`src/rtl/mem_master.sv`:
```
// mem_master: bus initiator that turns byte/16-bit CPU loads and stores into
// one-cycle RAM read/write strobes, waits for the matching ready, and returns
// the assembled little-endian read data with a one-cycle response pulse.
//
// Ports:
//   clk, reset_n            clock, asynchronous active-low reset
//   req_valid/req_ready     request handshake (accepted when both high at an edge)
//   req_we, req_wide        store/load select, 16-bit/byte select
//   req_addr, req_wdata     low-byte address, store data (byte stores use [7:0])
//   rsp_valid               one-cycle completion pulse
//   rsp_rdata, rsp_err      load data (held until next response), timeout flag
//   mem_read, mem_write     one-cycle RAM strobes
//   mem_address, mem_wdata  RAM address and write byte, held through the wait
//   mem_rdata               RAM read byte
//   mem_ready_r/_w          RAM read/write completion
//
// Build option: define MEM_MASTER_TIMEOUT_EN to abort a byte transaction after
// `timeout` wait cycles without a matching ready (rsp_err=1, rsp_rdata=0).
module mem_master #(
    parameter int size_addr = 8,
    parameter int timeout   = 15
) (
    input  logic                 clk,
    input  logic                 reset_n,
    input  logic                 req_valid,
    output logic                 req_ready,
    input  logic                 req_we,
    input  logic                 req_wide,
    input  logic [size_addr-1:0] req_addr,
    input  logic [15:0]          req_wdata,
    output logic                 rsp_valid,
    output logic [15:0]          rsp_rdata,
    output logic                 rsp_err,
    output logic                 mem_read,
    output logic                 mem_write,
    output logic [size_addr-1:0] mem_address,
    output logic [7:0]           mem_wdata,
    input  logic [7:0]           mem_rdata,
    input  logic                 mem_ready_r,
    input  logic                 mem_ready_w
);
    typedef enum logic [1:0] {IDLE, ISSUE, WAIT, RESP} state_t;

    state_t               state_q, state_d;
    logic                 we_q, we_d, wide_q, wide_d, idx_q, idx_d;
    logic [size_addr-1:0] addr_q, addr_d, mem_address_q, mem_address_d;
    logic [15:0]          wdata_q, wdata_d, rsp_rdata_q, rsp_rdata_d;
    logic [7:0]           lo_q, lo_d, mem_wdata_q, mem_wdata_d;
    logic                 req_ready_q, req_ready_d, rsp_valid_q, rsp_valid_d;
    logic                 rsp_err_q, rsp_err_d, mem_read_q, mem_read_d;
    logic                 mem_write_q, mem_write_d;
    logic                 hit;

`ifdef MEM_MASTER_TIMEOUT_EN
    localparam int cw = $clog2(timeout + 1);
    logic [cw-1:0] cnt_q, cnt_d;
`else
    // The wait limit only exists when the watchdog is built in.
    logic unused_timeout;
    assign unused_timeout = timeout != 0;
`endif

    // Only the ready belonging to the issued operation completes it.
    assign hit = we_q ? mem_ready_w : mem_ready_r;

    always_comb begin
        state_d       = state_q;
        we_d          = we_q;
        wide_d        = wide_q;
        addr_d        = addr_q;
        wdata_d       = wdata_q;
        idx_d         = idx_q;
        lo_d          = lo_q;
        rsp_rdata_d   = rsp_rdata_q;
        rsp_err_d     = 1'b0;
        mem_address_d = mem_address_q;
        mem_wdata_d   = mem_wdata_q;
        mem_read_d    = 1'b0;
        mem_write_d   = 1'b0;
`ifdef MEM_MASTER_TIMEOUT_EN
        cnt_d         = cnt_q;
`endif
        case (state_q)
            IDLE: if (req_valid) begin
                we_d    = req_we;
                wide_d  = req_wide;
                addr_d  = req_addr;
                wdata_d = req_wdata;
                idx_d   = 1'b0;
                state_d = ISSUE;
            end
            ISSUE: begin
                state_d = WAIT;
`ifdef MEM_MASTER_TIMEOUT_EN
                cnt_d   = '0;
`endif
            end
            WAIT: if (hit) begin
                if (!we_q && !idx_q) lo_d = mem_rdata;
                if (wide_q && !idx_q) begin
                    idx_d   = 1'b1;
                    state_d = ISSUE;
                end else begin
                    state_d = RESP;
                    if (!we_q) rsp_rdata_d = wide_q ? {mem_rdata, lo_q} : {8'h00, mem_rdata};
                end
            end
`ifdef MEM_MASTER_TIMEOUT_EN
            else if (cnt_q == cw'(timeout - 1)) begin
                // Abort the whole access; a pending high byte is never issued.
                state_d     = RESP;
                rsp_err_d   = 1'b1;
                rsp_rdata_d = 16'h0000;
            end else begin
                cnt_d = cnt_q + 1'b1;
            end
`endif
            default: state_d = IDLE;
        endcase
        // Outputs are registered, so they are derived from the state being entered.
        if (state_d == ISSUE) begin
            mem_read_d    = !we_d;
            mem_write_d   = we_d;
            mem_address_d = addr_d + size_addr'(idx_d);
            mem_wdata_d   = idx_d ? wdata_d[15:8] : wdata_d[7:0];
        end
        req_ready_d = state_d == IDLE;
        rsp_valid_d = state_d == RESP;
    end

    always_ff @(posedge clk or negedge reset_n) begin
        if (!reset_n) begin
            state_q       <= IDLE;
            we_q          <= 1'b0;
            wide_q        <= 1'b0;
            addr_q        <= '0;
            wdata_q       <= '0;
            idx_q         <= 1'b0;
            lo_q          <= '0;
            req_ready_q   <= 1'b1;
            rsp_valid_q   <= 1'b0;
            rsp_rdata_q   <= '0;
            rsp_err_q     <= 1'b0;
            mem_read_q    <= 1'b0;
            mem_write_q   <= 1'b0;
            mem_address_q <= '0;
            mem_wdata_q   <= '0;
`ifdef MEM_MASTER_TIMEOUT_EN
            cnt_q         <= '0;
`endif
        end else begin
            state_q       <= state_d;
            we_q          <= we_d;
            wide_q        <= wide_d;
            addr_q        <= addr_d;
            wdata_q       <= wdata_d;
            idx_q         <= idx_d;
            lo_q          <= lo_d;
            req_ready_q   <= req_ready_d;
            rsp_valid_q   <= rsp_valid_d;
            rsp_rdata_q   <= rsp_rdata_d;
            rsp_err_q     <= rsp_err_d;
            mem_read_q    <= mem_read_d;
            mem_write_q   <= mem_write_d;
            mem_address_q <= mem_address_d;
            mem_wdata_q   <= mem_wdata_d;
`ifdef MEM_MASTER_TIMEOUT_EN
            cnt_q         <= cnt_d;
`endif
        end
    end

    assign req_ready   = req_ready_q;
    assign rsp_valid   = rsp_valid_q;
    assign rsp_rdata   = rsp_rdata_q;
    assign rsp_err     = rsp_err_q;
    assign mem_read    = mem_read_q;
    assign mem_write   = mem_write_q;
    assign mem_address = mem_address_q;
    assign mem_wdata   = mem_wdata_q;
endmodule

```
`config.mk`:
```
export PLATFORM = sky130hd
export DESIGN_NAME = mem_master
export DESIGN_NICKNAME = d
export VERILOG_FILES = /design/src/rtl/mem_master.sv
export SDC_FILE = /design/constraint.sdc
export NUM_CORES = 1
export LEC_CHECK = 0
export ABC_AREA = 1
export CAP_MARGIN = 20
export CORE_MARGIN = 2
export CORE_UTILIZATION = 40
export CTS_CLUSTER_DIAMETER = 40
export CTS_CLUSTER_SIZE = 8
export DETAILED_ROUTE_END_ITERATION = 12
export GPL_TIMING_DRIVEN = 0
export PLACE_DENSITY_LB_ADDON = 0.2
export SYNTH_ARGS = -nofsm -noshare
export SYNTH_HDL_FRONTEND = slang
export SYNTH_SLANG_ARGS = --single-unit
```
`constraint.sdc`:
```
create_clock -name clk -period 3.4 [get_ports clk]
set_input_delay 0.51 -clock clk [delete_from_list [all_inputs] [get_ports clk]]
set_output_delay 0.51 -clock clk [all_outputs]
set_load 0.05 [all_outputs]
```
# --- After elaboration in Yosys (flattened, before gate mapping) ---
# Cells that the tools add are included.
word_totals:
  reg_bits: 73
  latch_bits: 0
  mem_bits_rw: 0
  rom_bits: 0
  inputBits: 39
  output_inout_bits: 37
  word_cells: 50
  memories: 0
op_classes:
  add_sub_neg: 1
  n_mul: 0
  div_mod_pow: 0
  n_lt_le_gt_ge: 0
  eq_ne: 4
  n_shift: 0
  mux: 19
  n_bitwise: 2
  reduce_logical: 10
op_table:
  columns: ["cell", "n"]
  rows:
  - ["16-bit two-way mux", 3]
  - ["8-bit two-way mux", 3]
  - ["8-bit by 1-bit adder with 8-bit output", 1]
  - ["1-bit two-way mux", 8]
  - ["2-bit two-way mux", 3]
  - ["2-bit one-hot mux with 3 select lines", 1]
  - ["2-bit by 1-bit == test with 1-bit output (second input constant)", 2]
  - ["2-bit == test (second input constant)", 2]
  - ["2-bit logical NOT", 2]
  - ["4-bit AND reduction", 1]
  - ["1-bit logical NOT", 3]
  - ["3-bit AND reduction", 1]
  - ["1-bit logical AND", 2]
  - ["1-bit inverter", 2]
  - ["1-bit one-hot mux with 2 select lines", 1]
  - ["2-bit AND reduction", 1]

# --- Longest topological paths before layout ---
depth:
  depth_word: 7
  depth_mapped: 14
  ltp_nobuf: 13

# --- Least setup slack after synthesis ---
# OpenSTA, ideal clock, no wires.
synth_timing:
  kind: "flip-flop to flip-flop"
  from: "reg state_q[1]"
  to: "reg mem_address_q[2] (netlist: mem_address[2])"
  setup_time_ns: 0.118
  t_arrival_ns: 1.893
  t_required_ns: 3.282
  slack_ns: 1.389
  stages_incl_launch_ff: 11
  path_buffers: 1
  period_less_slack_ns: 2.011
  path_cell_list: "dfrtp_1 -> nor2_2 -> nand2_2 -> buf_6 -> nand2_2 -> nand2_2 -> ha_1 -> ha_1 -> or2_2 -> nand3_1 -> nand2_1"
synth_between:
  elab_chain_cells: 3
  elab_cells_between_ends: 10
  cone_classes: "add/sub (1); eq/ne (3); mux (5); reduce/logical (1)"
synth_rtl:
  columns: ["element", "line_no", "rtl"]
  rows:
  - ["start, declared", "44", "state_t state_q, state_d;"]
  - ["start signal, assigned", "152", "state_q <= state_d;"]
  - ["2-bit == test / 2-bit logical NOT (equally long branches)", "83", "case (state_q)"]
  - ["1-bit one-hot mux with 2 select lines *", "83", null]
  - ["net idx_d", "45", "logic we_q, we_d, wide_q, wide_d, idx_q, idx_d;"]
  - ["8-bit by 1-bit adder with 8-bit output *", "124", "mem_address_d = addr_d + size_addr'(idx_d);"]
  - ["end signal, assigned", "165", "mem_address_q <= mem_address_d;"]
  - ["end, declared", "46", "logic [size_addr-1:0] addr_q, addr_d, mem_address_q, mem_address_d;"]
# The timed path passes the listed nets; every way through them passes the cells marked *.
# A chain may end at the register's enable or synchronous reset.

# --- Final worst setup path ---
layout_timing:
  from: "in mem_ready_r"
  to: "reg mem_address_q[6] (netlist: mem_address[6])"
layout_between:
  elab_chain_cells: 4
  elab_cells_between_ends: 7
  cone_classes: "add/sub (1); eq/ne (1); mux (5)"
layout_rtl:
  columns: ["element", "line_no", "rtl"]
  rows:
  - ["start, declared", "39", "input logic mem_ready_r,"]
  - ["1-bit two-way mux", "64", "assign hit = we_q ? mem_ready_w : mem_ready_r;"]
  - ["1-bit two-way mux", "98", "WAIT: if (hit) begin"]
  - ["1-bit one-hot mux with 2 select lines", "83", null]
  - ["net idx_d", "45", null]
  - ["8-bit by 1-bit adder with 8-bit output", "124", null]
# The timed path passes the listed nets, and every way through them passes these cells.

==> impl_summary.md <==
Status
The run finished with clean final reports.

Cells and area
Registers take 1830 µm². The multi-input combinational cells in the finished layout cover a total of 1160 µm². Counting the fill cells in the layout gives 718. The relative area change from synthesis to final layout is 34.4%.

The net count of the finished layout is 490. The repair_antennas step left the layout with diodes totalling 0. Of the cells placed in the final design, the portion with a size suffix greater than 1 is 0.0991. After routing the design area is 4300 µm².

Place
Summing all placed instances gives a cell area of 4090 µm². The post-DP HPWL is 5.34 mm. The number of port buffers is 74. The final weighted congestion in routability-driven placement is 0.792.

Critical path
Of all nets on the critical path, the largest fanout is 10. The startpoint identified for the worst register-to-register timing path is state_q[0]. In this run the worst setup path terminates at mem_address[6].

STA puts the critical path data arrival time at 2730 ps. Setup slack on the worst reg-to-reg path comes out at 1030 ps. At the worst endpoint, the required time is 3630 ps.

The critical path in this run is classified as in -> reg. The startpoint of the worst setup timing path is mem_ready_r. The endpoint identified for the worst register-to-register timing path is mem_address[6].

STA classifies the critical path startpoint as an input pin. The worst-case reg-to-reg path depth is 12. The worst setup path is captured at a flip-flop.

CTS
The total clock buffers created by CTS is 9. The hold buffer count at cts is 0. The sink count of the clock tree is 73. The longest clock path from root to sink contains 2 buffers. The clock-pin slew of the registers on the worst-case setup and hold paths is 70 ps.

The clock latency on the worst-skew pair is 340 ps. The tree is rooted in a clkbuf_8. The post-CTS setup buffer count is 0.

Gates resized during post-CTS repair numbered 0. The H-tree depth reported by CTS is 3. TritonCTS built the clock tree.

Power
VDD sags by at most 0.568 mV. For this design the static power due to leakage is 2.08 nW. The power per cell area is 1020 nW/µm². The total power consumption of the routed design is 4.40 mW.

Timing
Summed over all failing endpoints, the final setup total negative slack is 0 ps. The worst max-slew margin expressed relative to the limit is 0.659. The count of final hold-check violations is 0. For the pin with the worst max-slew slack, the measured transition is 509 ps. The max-slew violation count is 0. Subtracting the final worst setup slack from the clock period gives 2510 ps. The number of setup violations in the final report is 0. The maximum frequency from static timing analysis is 399 MHz. The hold slack is 101 ps. The fraction of the cycle the final worst path needs is 0.737.

The largest clock skew in the final design is 8.13 ps. Setup repair after global routing left no endpoint under its margin.

GRT
The global-route usage over all layers is 0.184. The via count of the first global-routing pass came to 2703. The overall overflow remaining after global route is 0. Entering global routing, the biggest net connects 45 pins. The initial antenna violation count is 0. The global-route wire length before repair is 12.6 mm.

Floorplan
The die outline area is 8730 µm². The vertical die dimension is 93.4 µm. The effective utilization at floorplan is 0.414. The count of boundary I/O pins is 76.

The die is 93.4 µm wide. The number of cell rows is 32. The area of the core region is 7730 µm².

Detailed routing
The DRC violation count after routing is 0. In the routed layout, each cell is associated on average with a via count of 4.85. Across all layers, the routed design uses 2697 vias. In this run, the number of DRC markers left after iteration 0 of detailed routing was 113. Dividing the detail-routed wire length by the instance count gives 13.2 µm.

The first detailed-routing pass ran for 4 iterations. The antenna violation net count after detailed routing is 0. Wires add up to 7.35 mm.

Synthesis
Synthesis handed over a netlist of 363 instances. For this run, the number of Yosys warnings is 0. The number of different library cells used by synthesis comes to 28. The area share of and/or/nand/nor cells after synthesis is 0.266. The cell area that synthesis handed to floorplanning was 3200 µm².

The synthesis-stage register bit count is 73. The area fraction in compound gates after synthesis came to 0.0888. By area, the combinational part of the netlist is dominated by simple AND/OR/NAND/NOR gates. A synthesized cell averages 8.81 µm².

The number of nets in the synthesized netlist is 404. The sequential element share of the synthesized area is 0.572. Of the total synthesized cell area, the portion taken by full adders, half adders and majority gates is 0.00782. Of the total synthesized cell area, the portion taken by XOR and XNOR cells is 0.

The mux contribution to synthesized area is 0.

Min path
The path type of the worst min-delay path is in -> async.

Flow run
Across the run, the number of max-cap violations was 0.
## flip-flops by register name (all words and copies together) (netlist names)
name	cells
addr_q	8
idx_q	1
lo_q	8
mem_address	8
mem_read	1
mem_wdata	8
mem_write	1
req_ready	1
rsp_rdata	16
rsp_valid	1
state_q	2
wdata_q	16
we_q	1
wide_q	1
## critical path: stages
cell	delay [ps]
clkdlybuf4s50_1	450
nand2_1	90
a21oi_1	210
nand2_1	260
nand2_2	290
ha_1	210
ha_1	180
nand3_1	100
nor2_1	190
nand3_1	90
nand3_1	90
nand2_1	50
## placed cells by master (no fill, tap or decap)
cell type,netlist,layout
a21oi_1,1,1
a31oi_1,1,1
buf_16,0,1
buf_2,6,6
buf_4,3,4
buf_6,4,4
bufinv_16,0,1
clkbuf_1,1,3
clkbuf_8,0,12
clkdlybuf4s50_1,0,73
clkinv_2,0,1
conb_1,1,1
dfrtp_1,72,72
dfstp_2,1,1
ha_1,2,2
inv_1,24,24
inv_2,2,2
inv_4,1,1
nand2_1,140,140
nand2_2,4,4
nand3_1,38,38
nand3b_1,1,1
nor2_1,8,8
nor2_2,2,2
nor2_4,2,2
nor2_8,1,1
o21a_1,16,16
o21ai_0,18,18
o21ai_1,9,9
o21ai_2,2,2
or2_0,1,1
or2_1,1,1
or2_2,1,1
## per-stage QoR
step / std cells / utilization / setup slack, ps
floorplan: 363 / - / 1390
global placement: 539 / 0.526 / -711
detailed placement: 540 / 0.529 / 507
CTS: 556 / 0.556 / 869
global route: 556 / 0.556 / 660
finish: 556 / 0.556 / 894
## worst min path at each step
| stage | startpoint | to | slack [ps] |
|---|---|---|---|
| 2_1_floorplan | reset_n | addr_q[0] | 210 |
| 3_3_place_gp | wdata_q[12] | wdata_q[12] | 460 |
| 3_5_place_dp | wdata_q[2] | wdata_q[2] | 460 |
| 4_1_cts | reset_n | rsp_rdata[1] | 100 |
| 5_1_grt | reset_n | rsp_rdata[3] | 110 |
| 6_report | reset_n | rsp_rdata[1] | 100 |
## report_power, final
part	total [mW]	switching, mW	internal [mW]
combinational	2.26	1.48	0.771
clock	0.704	0.305	0.399
sequential	1.44	0.171	1.27
## cells by family (layout without fill, tap and decap cells)
family	after synthesis	count (layout)
adders and majority gates	2	2
other	1	1
buffers and inverters	41	132
and+or+nand+nor	199	199
DFF	73	73
AOI/OAI and AO/OA	47	47
## cells in the mapped netlist, drive strengths merged
| cell | count | area [µm²] |
|---|---|---|
| a31oi | 1 | 6.26 |
| inv | 27 | 104 |
| ha | 2 | 25.0 |
| clkbuf | 1 | 3.75 |
| nand3b | 1 | 7.51 |
| o21ai | 29 | 153 |
| nor2 | 13 | 85.1 |
| nand3 | 38 | 190 |
| or2 | 3 | 18.8 |
| dfrtp | 72 | 1800 |
| buf | 13 | 97.6 |
| dfstp | 1 | 26.3 |
| conb | 1 | 3.75 |
| a21oi | 1 | 5.00 |
| o21a | 16 | 120 |
| nand2 | 144 | 551 |
## area by class of cell
class,instances,area share
Buffer,14,0.0236
Clock buffer,14,0.0402
Clock inverter,2,0.00815
Inverter,27,0.0242
Multi-Input combinational cell,249,0.271
Sequential cell,73,0.425
Tap cell,102,0.0297
Timing Repair Buffer,75,0.178
## routing by layer
layer  track usage  routed length, µm
met4        0.0797                144
met5             0                  0
met1         0.240               3430
met2         0.302               3420
met3        0.0338                356
(Power assumes the default switching activity.)
